`config.mk`:
```
export PLATFORM = sky130hd
export DESIGN_NAME = regfile_scoreboard
export DESIGN_NICKNAME = d
export VERILOG_FILES = /design/src/rtl/regfile_scoreboard_pkg.sv /design/src/rtl/regfile_scoreboard_cnt.sv /design/src/rtl/regfile_scoreboard.sv
export SDC_FILE = /design/constraint.sdc
export NUM_CORES = 1
export LEC_CHECK = 0
export ABC_AREA = 1
export BUFFER_PORTS_ARGS = -buffer_cell sky130_fd_sc_hd__buf_2
export CORE_MARGIN = 1.5
export CORE_UTILIZATION = 60
export CTS_CLUSTER_SIZE = 16
export DETAILED_ROUTE_END_ITERATION = 6
export PLACE_DENSITY_LB_ADDON = 0.2
export RECOVER_POWER = 50
export SETUP_SLACK_MARGIN = 0.02
export SYNTH_ARGS = -nofsm -noshare
export SYNTH_HDL_FRONTEND = slang
export SYNTH_SLANG_ARGS = --single-unit
```
`constraint.sdc`:
```
create_clock -name clk -period 2.9 [get_ports clk]
set_input_delay 0 -clock clk [delete_from_list [all_inputs] [get_ports clk]]
set_output_delay 0 -clock clk [all_outputs]
set_load 0.01 [all_outputs]
```
`src/rtl/regfile_scoreboard_pkg.sv`:
```
// Shared register-index definitions for the register-file scoreboard.
package regfile_scoreboard_pkg;
  localparam int REG_IDX_W = 5;
  localparam int REG_NUM   = 32;

  typedef logic [REG_IDX_W-1:0] reg_idx_t;

  localparam reg_idx_t X0_IDX = '0;

  // Decoded per-register strobe; x0 is hardwired and never tracked.
  function automatic logic [REG_NUM-1:0] reg_onehot(input reg_idx_t idx, input logic en);
    logic [REG_NUM-1:0] v;
    v = '0;
    if (en && idx != X0_IDX) v[idx] = 1'b1;
    return v;
  endfunction
endpackage

```
`src/rtl/regfile_scoreboard_cnt.sv`:
```
// Per-register pending-write counter: +1 on issue, -1 on writeback, cleared by flush.
module regfile_scoreboard_cnt #(
  parameter int CNT_W = 2
) (
  input  logic clk,
  input  logic rst,
  input  logic inc,
  input  logic dec,
  input  logic clr,
  output logic zero,
  output logic max,
  output logic underflow
);
  logic [CNT_W-1:0] count;

  assign zero      = (count == '0);
  assign max       = &count;
  assign underflow = dec & zero & ~clr;

  // NOTE: state uses non-blocking assignments and a synchronous reset, so every
  // counter samples the same pre-edge values regardless of evaluation order.
  always_ff @(posedge clk) begin
    if (rst || clr) begin
      count <= '0;
    end else if (inc && !dec) begin
      count <= count + 1'b1;
    end else if (dec && !inc && !zero) begin
      count <= count - 1'b1;
    end else if (inc && dec && zero) begin
      // The writeback had nothing to retire, so only the new write remains.
      count <= CNT_W'(1);
    end
  end
endmodule

```
`src/rtl/regfile_scoreboard.sv`:
```
// Issue hazard controller: tracks in-flight writes per register, blocks RAW/WAW issue.
module regfile_scoreboard
  import regfile_scoreboard_pkg::*;
#(
  parameter int CNT_W  = 2,
  parameter int PERF_W = 32
) (
  input  logic              clk,
  input  logic              rst,
  input  logic              i_issue_valid,
  input  logic [4:0]        i_issue_rs1,
  input  logic              i_issue_rs1_ren,
  input  logic [4:0]        i_issue_rs2,
  input  logic              i_issue_rs2_ren,
  input  logic [4:0]        i_issue_rd,
  input  logic              i_issue_rd_wen,
  output logic              o_issue_ready,
  input  logic              i_wb_valid,
  input  logic [4:0]        i_wb_rd,
  input  logic              i_flush,
  output logic              o_stall_raw,
  output logic              o_stall_waw,
  output logic [31:0]       o_busy,
  output logic              o_underflow,
  output logic [PERF_W-1:0] o_stall_cycles
);
  logic [REG_NUM-1:0] zero_vec, max_vec, uf_vec, inc_vec, dec_vec;
  logic raw, waw, fire, stall_en;

  assign zero_vec[0] = 1'b1;
  assign max_vec[0]  = 1'b0;
  assign uf_vec[0]   = 1'b0;

  for (genvar r = 1; r < REG_NUM; r++) begin : g_cnt
    regfile_scoreboard_cnt #(.CNT_W(CNT_W)) u_cnt (
      .clk       (clk),
      .rst       (rst),
      .inc       (inc_vec[r]),
      .dec       (dec_vec[r]),
      .clr       (i_flush),
      .zero      (zero_vec[r]),
      .max       (max_vec[r]),
      .underflow (uf_vec[r])
    );
  end

  assign o_busy = ~zero_vec;

  // Hazards look only at current counts; a same-cycle writeback does not clear them.
  assign raw = (i_issue_rs1_ren && o_busy[i_issue_rs1])
             | (i_issue_rs2_ren && o_busy[i_issue_rs2]);
  assign waw = i_issue_rd_wen && max_vec[i_issue_rd];

  assign o_issue_ready = ~rst & ~i_flush & ~raw & ~waw;
  assign o_stall_raw   = i_issue_valid & raw & ~i_flush & ~rst;
  assign o_stall_waw   = i_issue_valid & waw & ~i_flush & ~rst;

  assign fire    = i_issue_valid & o_issue_ready;
  assign inc_vec = reg_onehot(reg_idx_t'(i_issue_rd), fire & i_issue_rd_wen);
  assign dec_vec = reg_onehot(reg_idx_t'(i_wb_rd), i_wb_valid);

  assign stall_en = i_issue_valid & ~o_issue_ready & ~i_flush;

  always_ff @(posedge clk) begin
    if (rst) begin
      o_underflow    <= 1'b0;
      o_stall_cycles <= '0;
    end else begin
      if (|uf_vec) o_underflow <= 1'b1;
      if (stall_en && !(&o_stall_cycles)) o_stall_cycles <= o_stall_cycles + 1'b1;
    end
  end
endmodule

```
==> impl_metrics.tcl <==
set metrics [dict create \
    cts.clk_slew.worst_paths_ns 0.07 \
    gr-total-overflow 0 \
    synth_flop_cell "dfxtp_1" \
    min_path_type "primary input to flip-flop" \
    drtPass1Iterations 7 \
    yosys-top-cells-area "dfxtp_1 (23%), nand2_1 (17%), nand3_1 (11%)" \
    dpl_worst_slack_ns -0.177 \
    hold_buffers 0 \
    drt_iter0_drc 1201 \
    multi_input_comb_area_um2 5540 \
    synthCells 1460 \
    start_util_pct 61.0 \
    r2r_setup_slack_ns 0.16 \
    dpl-instance-area_um2 9730 \
    timing.rr.end "g_cnt[22].u_cnt.count[1]" \
    vias 10400 \
    synth_seq_area_share_pct 22.5 \
    syn_area_per_cell_um2 5.78 \
    fin_crit_sh_pct 94.5 \
    timing.fmax_mhz 365 \
    min_period_ns 2.74 \
    synth_edf_count 0 \
    status "finished, violations left" \
    setup_ws_ns 0.159 \
    cts.path.max_buffers 2 \
    grt_max_degree 49 \
    slew_viol_final 0 \
    worstRegToRegCells 19 \
    start_kind "flip-flop" \
    synth_fp_nets 1551 \
    io_pins 96 \
    final_cell_mix "nand2_1 (375), nor2_1 (239), inv_1 (203)" \
    setup.worst_path.end_class "flip-flop" \
    ir_worst_vdd_v 0.000258 \
    cts_tree "yes" \
    finalHoldViolations 0 \
    cp-endpoint "g_cnt[22].u_cnt.count[1]" \
    rsz0062_at_grt "no" \
    via_per_inst 5.71 \
    antenna_cells 0 \
    die_area_um2 14800 \
    place_hpwl_um 21400 \
    setup_viol 0 \
    maxCapViolations 0 \
    failed_checks "DRC" \
    grtUsageTotal_pct 38.9 \
    grt_pass1_wl_um 45800 \
    area_growth_pct 19.4 \
    fillCellCount 1258 \
    die_h_um 122 \
    detail-route-antenna-nets 0 \
    cts_root_buf "clkbuf_16" \
    io_buffer_count 94 \
    layout_commonest_cell "nand2_1" \
    relSlewSlack_pct 55.1 \
    p_per_area_nw_per_um2 306 \
    die_width_um 122 \
    grt_pass1_vias 9709 \
    p_total_uw 3090 \
    synth_top_area_share_pct 22.5 \
    nNetsFinal 1727 \
    cts_buffers 9 \
    cp.arrival_ns 3.00 \
    htree_num_levels 3 \
    routed_wirelength_um 28600 \
    worst_pin_slew_ns 0.671 \
    final_cell_area_um2 10100 \
    core_um2 13800 \
    std_cell_rows 43 \
    ff_latch_area_um2 1900 \
    place.gp.congestion 1.03 \
    yosysWarnings 0 \
    ys_ff_latch 95 \
    path_class "flip-flop to flip-flop" \
    p_leak_uw 0.00448 \
    worstSkewPairLatency_ns 0.37 \
    critPathRequiredTime_ns 3.16 \
    cts_sinks 95 \
    drc_errors 6 \
    synth_cell_type_count 36 \
    synthesis.area_um2 8440 \
    crit_start "g_cnt[16].u_cnt.count[0]" \
    fin_tns_setup_ns 0 \
    path_max_fanout 24 \
    antenna_found_initial 0 \
    skew_ns 0.0124 \
    r2r_start "g_cnt[16].u_cnt.count[0]" \
    synthArstFlopShare_pct 0 \
    post_route_cells_drive_above_1_share_pct 11.7 \
    synth_top_cell_by_area "dfxtp_1" \
    wire_per_inst_um 15.7 \
]
-- registers in the layout, indices dropped and copies added, names as in the netlist --
name,count
o_stall_cycles,32
g_cnt.u_cnt.count,62
o_underflow,1
-- cells by family (layout without fill, tap and decap cells) --
group | Yosys count | count (layout) | share of synthesized area [%]
buffers and inverters | 261 | 441 | 12.5
AO/OA/AOI/OAI | 91 | 91 | 5.67
adder cells (fa/ha/maj) | 63 | 63 | 9.34
other | 1 | 1 | 0.0445
flip-flops | 95 | 95 | 22.5
XOR/XNOR | 20 | 20 | 2.08
AND/OR/NAND/NOR | 929 | 930 | 47.8
-- how the worst min path moves through the flow --
stage	end	cells past startpoint	startpoint
finish	o_stall_cycles[11]	2	rst
global route	o_stall_cycles[21]	2	rst
CTS	o_stall_cycles[29]	2	rst
detailed placement	o_stall_raw	4	i_issue_rs1_ren
global placement	o_stall_raw	4	i_issue_rs1_ren
floorplan	o_stall_raw	2	i_issue_valid
-- power by group --
group	leakage, uW	switching, uW	internal [uW]	total [uW]
combinational	0.00356	283	112	395
sequential	0.000765	2.30	1310	1310
clock	0.000162	590	792	1380
-- metrics by stage --
stage,util (%),hold slack (ns),instances
after floorplan,-,0.123,1460
after global placement,70.4,0.403,1801
after detailed placement,70.4,0.401,1801
after CTS,72.8,0.0699,1817
after global routing,72.9,0.0886,1821
final,72.9,0.0738,1821
-- cells in the mapped netlist, types with 7 or more instances --
library cell / n
nand2_1: 377
nor2_1: 244
inv_1: 203
nand3_1: 185
dfxtp_1: 95
ha_1: 63
nand4_1: 61
a21oi_1: 59
nor3_1: 27
buf_2: 16
o21ai_0: 16
xor2_1: 15
nand3b_1: 14
clkbuf_1: 13
nor4_1: 9
o22ai_1: 9
buf_4: 8
clkinv_1: 7
inv_2: 7
-- cell type report --
cell class	instances	area share, %
timing repair buffer	208	12.6
clock inverter	5	0.882
clock buffer	11	2.41
inverter	217	8.08
sequential	95	18.9
multi-input combinational	1105	55.0
tap	180	2.24
-- timing repair --
action,in CTS,in global routing
gates cloned,0,2
setup buffers,0,2
gates resized for setup,2,14
setup endpoints to repair,36,61
-- critical path, stage by stage, from the launching register on --
cell and delay, ns:
dfxtp_1 0.31, inv_1 0.07, ha_1 0.18, inv_1 0.14
nand2_1 0.09, nand3_1 0.07, o21ai_1 0.12, nand2_1 0.07
nand3_1 0.07, nand3_1 0.07, nand3_1 0.16, nand2_4 0.12
nor2_4 0.25, buf_12 0.14, buf_12 0.18, nand2_4 0.11
nor2_2 0.25, nand4_1 0.12, nand2_1 0.09, nor2_1 0.04
-- metal layers --
metal | share of wire, % | global-route usage, % | up-vias
li1 | - | - | 5033
met5 | 0 | 0 | -
met3 | 11 | 6.51 | 135
met1 | 39 | 48.1 | 4621
met4 | 5.1 | 21.5 | 0
met2 | 45 | 64.3 | 615
Power figures use the tool's default switching activity.
